[config.mk]
export PLATFORM = sky130hd
export DESIGN_NAME = multiplexador_display_flat
export DESIGN_NICKNAME = d
export VERILOG_FILES = /design/src/rtl/multiplexador_display_if.sv /design/src/rtl/multiplexador_display.sv /design/src/flat_wrapper.sv
export SDC_FILE = /design/constraint.sdc
export NUM_CORES = 1
export LEC_CHECK = 0
export ABC_AREA = 1
export BUFFER_PORTS_ARGS = -buffer_cell sky130_fd_sc_hd__buf_2
export CAP_MARGIN = 10
export CORE_MARGIN = 2
export CORE_UTILIZATION = 35
export DETAILED_ROUTE_END_ITERATION = 16
export PLACE_DENSITY_LB_ADDON = 0.12
export SLEW_MARGIN = 5
export SYNTH_ARGS = -nofsm -noshare
export SYNTH_HDL_FRONTEND = slang
export SYNTH_SLANG_ARGS = --single-unit
[constraint.sdc]
create_clock -name clock -period 3.3 [get_ports clock]
set_input_delay 0.66 -clock clock [delete_from_list [all_inputs] [get_ports clock]]
set_output_delay 0.66 -clock clock [all_outputs]
set_load 0.01 [all_outputs]
[src/rtl/multiplexador_display_if.sv]
// Digit/load inputs and scanned display outputs of the five-digit multiplexed display driver.
// Producer side (BCD source plus display observer) uses master; the driver uses slave.
interface multiplexador_display_if;
    logic       carregar;
    logic [3:0] dezenaMilhar;
    logic [3:0] unidadeMilhar;
    logic [3:0] centena;
    logic [3:0] dezena;
    logic [3:0] unidade;
    logic       apagarZeros;
    logic [6:0] segmentos;
    logic [4:0] anodos;
    logic       quadro;

    modport master (
        output carregar, dezenaMilhar, unidadeMilhar, centena, dezena, unidade, apagarZeros,
        input  segmentos, anodos, quadro
    );

    modport slave (
        input  carregar, dezenaMilhar, unidadeMilhar, centena, dezena, unidade, apagarZeros,
        output segmentos, anodos, quadro
    );
endinterface

[src/rtl/multiplexador_display.sv]
// Five-digit common-anode seven-segment scanner: buffered load, tear-free commit at frame
// boundaries, optional leading-zero blanking and a dash for non-BCD digits.
module multiplexador_display #(
    parameter int DIVISOR = 50000
) (
    input logic                    clock,
    input logic                    reset,
    multiplexador_display_if.slave bus
);
    localparam int CW = (DIVISOR > 2) ? $clog2(DIVISOR) : 1;

    logic [CW-1:0]   cont_q, cont_d;
    logic [2:0]      idx_q, idx_d;
    logic [4:0][3:0] buffer_q, buffer_d;
    logic [4:0][3:0] vis_q, vis_d;
    logic            pendente_q, pendente_d;
    logic [6:0]      segmentos_q, segmentos_d;
    logic [4:0]      anodos_q, anodos_d;
    logic            quadro_q, quadro_d;

    logic [4:0][3:0] entrada;
    logic            tick;
    logic            fronteira;
    logic            apagar;
    logic [3:0]      digito;

    assign entrada   = {bus.dezenaMilhar, bus.unidadeMilhar, bus.centena, bus.dezena, bus.unidade};
    assign tick      = (cont_q == CW'(DIVISOR - 1));
    assign fronteira = tick && (idx_q == 3'd4);

    function automatic logic [6:0] decodifica(input logic [3:0] d);
        case (d)
            4'd0:    decodifica = 7'h01;
            4'd1:    decodifica = 7'h4F;
            4'd2:    decodifica = 7'h12;
            4'd3:    decodifica = 7'h06;
            4'd4:    decodifica = 7'h4C;
            4'd5:    decodifica = 7'h24;
            4'd6:    decodifica = 7'h20;
            4'd7:    decodifica = 7'h0F;
            4'd8:    decodifica = 7'h00;
            4'd9:    decodifica = 7'h04;
            default: decodifica = 7'h7E;
        endcase
    endfunction

    // Prescaler, scan index and the load/commit path.
    always_comb begin
        cont_d     = tick ? '0 : cont_q + CW'(1);
        idx_d      = idx_q;
        buffer_d   = buffer_q;
        vis_d      = vis_q;
        pendente_d = pendente_q;
        if (tick) begin
            idx_d = (idx_q == 3'd4) ? 3'd0 : idx_q + 3'd1;
        end
        // A load landing on the boundary bypasses the buffer so it is never a frame late.
        if (fronteira) begin
            if (bus.carregar) begin
                vis_d    = entrada;
                buffer_d = entrada;
            end else if (pendente_q) begin
                vis_d = buffer_q;
            end
            pendente_d = 1'b0;
        end else if (bus.carregar) begin
            buffer_d   = entrada;
            pendente_d = 1'b1;
        end
    end

    // Outputs follow the next-state index so they step on the same edge as idx.
    always_comb begin
        digito = 4'd0;
        for (int j = 0; j < 5; j++) begin
            if (idx_d == 3'(j)) digito = vis_d[j];
        end
        apagar = bus.apagarZeros && (idx_d != 3'd0);
        for (int j = 0; j < 5; j++) begin
            if ((3'(j) >= idx_d) && (vis_d[j] != 4'd0)) apagar = 1'b0;
        end
        segmentos_d = segmentos_q;
        anodos_d    = anodos_q;
        if (tick) begin
            segmentos_d = apagar ? 7'h7F : decodifica(digito);
            anodos_d    = ~(5'b00001 << idx_d);
        end
        quadro_d = fronteira;
    end

    always_ff @(posedge clock) begin
        if (reset) begin
            cont_q      <= '0;
            idx_q       <= 3'd4;
            buffer_q    <= '0;
            vis_q       <= '0;
            pendente_q  <= 1'b0;
            segmentos_q <= 7'h7F;
            anodos_q    <= 5'h1F;
            quadro_q    <= 1'b0;
        end else begin
            cont_q      <= cont_d;
            idx_q       <= idx_d;
            buffer_q    <= buffer_d;
            vis_q       <= vis_d;
            pendente_q  <= pendente_d;
            segmentos_q <= segmentos_d;
            anodos_q    <= anodos_d;
            quadro_q    <= quadro_d;
        end
    end

    assign bus.segmentos = segmentos_q;
    assign bus.anodos    = anodos_q;
    assign bus.quadro    = quadro_q;
endmodule

[src/flat_wrapper.sv]
// flat-port wrapper written by rule: the top's interface ports become plain ports
module multiplexador_display_flat 
#(
    parameter int DIVISOR = 50000
)
  (clock, reset, bus_carregar, bus_dezenaMilhar, bus_unidadeMilhar, bus_centena, bus_dezena, bus_unidade, bus_apagarZeros, bus_segmentos, bus_anodos, bus_quadro);
  multiplexador_display_if bus_i ();
  input logic clock;
  input logic reset;
  input wire logic [$bits(bus_i.carregar)-1:0] bus_carregar;
  input wire logic [$bits(bus_i.dezenaMilhar)-1:0] bus_dezenaMilhar;
  input wire logic [$bits(bus_i.unidadeMilhar)-1:0] bus_unidadeMilhar;
  input wire logic [$bits(bus_i.centena)-1:0] bus_centena;
  input wire logic [$bits(bus_i.dezena)-1:0] bus_dezena;
  input wire logic [$bits(bus_i.unidade)-1:0] bus_unidade;
  input wire logic [$bits(bus_i.apagarZeros)-1:0] bus_apagarZeros;
  output wire logic [$bits(bus_i.segmentos)-1:0] bus_segmentos;
  output wire logic [$bits(bus_i.anodos)-1:0] bus_anodos;
  output wire logic [$bits(bus_i.quadro)-1:0] bus_quadro;
  assign bus_i.carregar = bus_carregar;
  assign bus_i.dezenaMilhar = bus_dezenaMilhar;
  assign bus_i.unidadeMilhar = bus_unidadeMilhar;
  assign bus_i.centena = bus_centena;
  assign bus_i.dezena = bus_dezena;
  assign bus_i.unidade = bus_unidade;
  assign bus_i.apagarZeros = bus_apagarZeros;
  assign bus_segmentos = bus_i.segmentos;
  assign bus_anodos = bus_i.anodos;
  assign bus_quadro = bus_i.quadro;
  multiplexador_display #(.DIVISOR(DIVISOR)) u_core (.clock(clock), .reset(reset), .bus(bus_i));
endmodule
* Yosys cells after proc, flatten, opt, wreduce, memory -nomap -nowiden
Memories as Yosys holds them, arrays and structs flattened.
Cells that the tools add are included.
** Cells by class
- Reduce and logical (&&, ||, !) cells :: 16
- Magnitude comparators :: 5
- Add/subtract/negate cells :: 2
- Multiplexer cells :: 16
- Shifts and indexed selects :: 1
- Bitwise logic cells :: 1
- Equal/unequal tests :: 6
** Operator list (number)
- $mux 20 :: 3
- $mux 4 :: 5
- $reduce_bool 4->1 :: 5
- $add 16x1->16 const B :: 1
- $eq 16x16->1 const B :: 1
- $logic_and 1x1->1 :: 7
- $mux 7 :: 1
- $eq 3x2->1 const B :: 2
- $eq 3x3->1 const B :: 2
- $ge 1x3->1 const A :: 2
- $ge 2x3->1 const A :: 2
- $mux 3 :: 2
- $mux 1 :: 5
- $not 5->5 :: 1
- $shl 1x3->5 const A :: 1
- $reduce_or 2->1 :: 2
- $add 3x1->3 const B :: 1
- $eq 3x1->1 const B :: 1
- $ge 3x3->1 const A :: 1
- $logic_not 3->1 :: 1
- $reduce_bool 3->1 :: 1
** Word-level totals
- Logic and storage cells :: 64
- Bits in read-only memories :: 112
- Memories :: 1
- Flip-flop bits (word level) :: 73
- Bits of input ports :: 24
- Output and inout port bits :: 13
** Memories
- (name not given) :: depth 16, width 7, read ports 1, clocked after Yosys merged registers in 0, wr ports 0, line multiplexador_display.sv:32 : case (d)

* Longest topological paths before layout
- Depth after elaboration :: 11
- Depth in mapped cells :: 20
- Depth with buffers taken out :: 19

* Worst setup path before layout
OpenSTA, ideal clock, no wires.
- Kind :: input -> register
- From :: input port bus_carregar
- To :: register u_core.segmentos_q[3], in the netlist u_core.bus.segmentos[3]
- Library setup time :: 64 ps
- Data arrival time :: 2403 ps
- Required time :: 3236 ps
- Stages on the path :: 16
- Slack :: 833 ps
- Path buffers :: 1
- Cell sequence :: inv_1 -> clkbuf_1 -> a21oi_1 -> o21a_1 -> nand2_1 -> o21ai_0 -> o21ai_0 -> nor2_1 -> nand2_1 -> inv_1 -> ha_1 -> nand2_1 -> inv_1 -> nor2_1 -> nor2_1 -> nor2_1
** Between the ends
- Longest elaborated chain between the ends :: 10
- Elaborated cells on any way between the ends :: 24
- Those cells by class :: mux (13); reduce/logical (10); memory (1)
** Ends and longest elaborated chain
- start, declared :: line flat_wrapper.sv:10 : input wire logic [$bits(bus_i.carregar)-1:0] bus_carregar;
- $mux 20 * :: line multiplexador_display.sv:59 : if (bus.carregar) begin
- $mux 20 * :: line multiplexador_display.sv:58 : if (fronteira) begin
- branches (longest 7 deep; another with $mem_v2 16x7)
- $mux 7 * :: line multiplexador_display.sv:85 : segmentos_d = apagar ? 7'h7F : decodifica(digito);
- end signal, assigned :: line multiplexador_display.sv:107 : segmentos_q <= segmentos_d;
- end, declared :: line multiplexador_display.sv:17 : logic [6:0] segmentos_q, segmentos_d;
Mark *: on every way between the ends.
A chain may end at the register's enable or synchronous reset.

* Worst setup path in the final report
- From :: register u_core.idx_q[1]
- To :: register u_core.segmentos_q[2], in the netlist u_core.bus.segmentos[2]
** Between the ends
- Longest elaborated chain between the ends :: 11
- Elaborated cells on any way between the ends :: 40
- Those cells by class :: add/sub (1); order compare (5); eq/ne (5); mux (14); reduce/logical (14); memory (1)
** Ends and longest elaborated chain
- start, declared :: line multiplexador_display.sv:13 : logic [2:0] idx_q, idx_d;
- start signal, assigned :: line multiplexador_display.sv:103 : idx_q <= idx_d;
- $add 3x1->3 / $eq 3x3->1 (equally long branches) :: line multiplexador_display.sv:55, multiplexador_display.sv:29
- $mux 3 / $logic_and 1x1->1 (equally long branches) :: line multiplexador_display.sv:55, multiplexador_display.sv:29
- $mux 3 / $mux 20 (equally long branches) :: line multiplexador_display.sv:54, multiplexador_display.sv:58
- $logic_not 3->1 (tied with other cells) :: line multiplexador_display.sv:76 : if (idx_d == 3'(j)) digito = vis_d[j];
- $mux 4 (tied with other cells) :: line multiplexador_display.sv:76
- $mux 4 / $mux 1 (equally long branches) (4 in a row) :: line multiplexador_display.sv:76, multiplexador_display.sv:80
- $mem_v2 16x7 / $mux 1 (equally long branches)
- $mux 7 * :: line multiplexador_display.sv:85
Every way passes the cells marked *; elsewhere a longest branch is shown, timed or not.

==> flow_summary.toml <==
[synth]
synth.net_count = 664
synth_top_area_cell = "dfxtp_1"
synth_cells = 630
synth_warnings = 0
yosysMostFrequentCell = "nand2_1"
ys_seq_area_share_pct = 35.4
synthTopCellsByCount = "nand2_1 (199), dfxtp_1 (73), nor2_1 (73)"
synth_area_um2 = 4130
synth.distinct_cells = 37
synth_top_cell_area_share_pct = 35.4
synth-async-reset-ratio_pct = 0
synth_edf_count = 0
synth.area.top_cells = "dfxtp_1 (35%), nand2_1 (18%), nor2_1 (6.6%)"
synth-seq-cells = 73
ys.flop_type = "dfxtp_1"
syn_avg_cell_area_um2 = 6.56

[placement]
numPortBuffers = 36
place_ws_ns = 0.378
finalWeightedCongestion = 0.835
dp_hpwl_um = 7310

[routing]
route.met2.wl_um = 4050
ant_nets = 0
route.vias.total = 3781
drc = 0
drtIter0Drc = 170
wirelength_met1_um = 5220
finalWirelength_um = 9940
wl_met3_um = 464
detail_route.vias_per_cell = 4.66
firstDrtPassIters = 4
topRoutingLayerUsed = "met4"
wl_per_cell_um = 12.3

[power]
power.leakage_nw = 2.10
ir_drop_uv = 270
p_per_area_nw_per_um2 = 435

[final_layout]
fin_util_pct = 41.5
antennaDiodeCount = 0
area.growth.synth_to_final_pct = 15.3
fin_nets = 697
fillers = 1237
multi_input_comb_area_um2 = 2280
layout-drive-gt1-share_pct = 18.0
seqCellArea_um2 = 1460

[hold_path]
holdPathStages = 1
hold_class = "flop to flop"
hold_path_startpoint = "u_core.cont_q[0]$_SDFF_PP0_"

[cts]
clkSlewWorstSetupHoldPaths_ns = 0.06
htree_levels = 3
clk_latency_ns = 0.34
clock-sinks = 73
hold_buffers = 0
cts_setup_buffers = 0
cts_tree = "built"
cts_resized = 0
clk_path_buf_depth = 2
cts-root-buf = "clkbuf_16"
numCtsBuffers = 9

[sta]
min_period_ns = 2.94
grt_setup_unrepaired = "no"
slew_headroom_pct = 49.3
layout_setup_ws_ns = 0.356
max_freq_mhz = 340
hold_violations = 0
drv_slew = 0
setup_viol = 0
min_period_over_period_pct = 89.2
tightest_slew_ns = 0.760
setup_tns_ns = 0
fin_skew_ns = 0.00738

[setup_path]
r2r_start = "u_core.idx_q[1]$_SDFF_PP0_"
startpoint_type = "flop"
crit_type = "flop to flop"
crit_fanout = 13
critical_path_arrival_ns = 3.18
startpoint = "u_core.idx_q[1]$_SDFF_PP0_"
rr_worst_depth = 19
worstPathRequired_ns = 3.54
critPathCaptureType = "flop"

[floorplan]
core-area_um2 = 11500
fp-row-count = 39
start_util_pct = 36.0
die_y_um = 113
die_area_um2 = 12700
ioPinCount = 37
die_x_um = 113

[job]
maxCapViolations = 0

[global_routing]
grt_use_total_pct = 16.7
grt.overflow.total = 0
grt_max_degree = 46
grt_pass1_vias = 3526
grt_pass1_wl_um = 17000
antenna_found_initial = 0

[run_status]
outcome = "finished, final reports clean"
[area by class of cell]
cell class,instances,share of cell area [%]
Timing Repair Buffer,44,5.04
Inverter,74,5.89
Tap cell,143,3.76
Multi-Input combinational cell,461,47.9
Clock buffer,11,5.10
Sequential cell,73,30.7
Clock inverter,5,1.66
[state kept, by name, indices dropped and copies added, names as in the netlist]
name,cells
u_core.buffer_q,20
u_core.bus.anodos,5
u_core.bus.quadro,1
u_core.bus.segmentos,7
u_core.cont_q,16
u_core.idx_q,3
u_core.pendente_q,1
u_core.vis_q,20
[cells by family after synthesis]
group                      synth area share (%)
and+or+nand+nor                            42.2
buffers and inverters                      9.45
AOI/OAI and AO/OA                          9.78
DFF                                        35.4
adders and majority gates                  3.03
xor gates and xnor gates                  0.212
[power breakdown]
part | switching, mW | leakage [nW] | internal (mW)
Sequential | 0.0141 | 0.593 | 0.899
Combinational | 0.0598 | 1.35 | 0.0359
Clock | 0.380 | 0.159 | 0.681
[worst max-delay path: stages, from the launching register on]
cell and delay, ns:
dfxtp_1 0.39, inv_1 0.08, ha_1 0.19, nand2_2 0.14, inv_1 0.25, nor2_1 0.20, nand3_2 0.11, nand2_4 0.15
inv_4 0.07, nand2_1 0.19, o21ai_0 0.11, nor2_1 0.11, nand2_1 0.13, inv_1 0.16, ha_1 0.18, nand4_1 0.12
nand2_1 0.08, nand2_1 0.05, nor2_1 0.09, nor2_1 0.04
[routing by layer]
layer,vias up,global-route usage (%)
li1,2029,-
met1,1667,23.2
met2,73,25.0
met3,12,3.73
met4,0,7.32
met5,-,0
[stage by stage]
step | hold WS (ns) | total power, mW | area, um2 | instances
after detailed placement | 0.444 | 1.03 | 4440 | 795
final | 0.445 | 2.07 | 4760 | 811
after global routing | 0.460 | 2.16 | 4760 | 811
after CTS | 0.454 | 2.10 | 4760 | 811
after floorplan | 0.418 | 0.991 | 4130 | 630
after global placement | 0.429 | 1.03 | 4440 | 795
[cell usage in the layout, fill, tap and decap left out, types with 11 or more instances in the layout]
cell / instances
o21ai_0: 26
inv_1: 66
nor2_1: 73
a21oi_1: 40
nand2_2: 23
nand2_1: 199
dfxtp_1: 73
nand3_1: 33
buf_2: 36
nor2_4: 11
[worst paths after layout]
check / slack, ns / to
setup / recovery: 0.36 / u_core.bus.segmentos[2]$_SDFFE_PP1N_
hold / removal: 0.45 / u_core.cont_q[0]$_SDFF_PP0_
setup reg to reg: 0.36 / u_core.bus.segmentos[2]$_SDFFE_PP1N_
hold reg to reg: 0.45 / u_core.cont_q[0]$_SDFF_PP0_
Power figures use the tool's default switching activity.
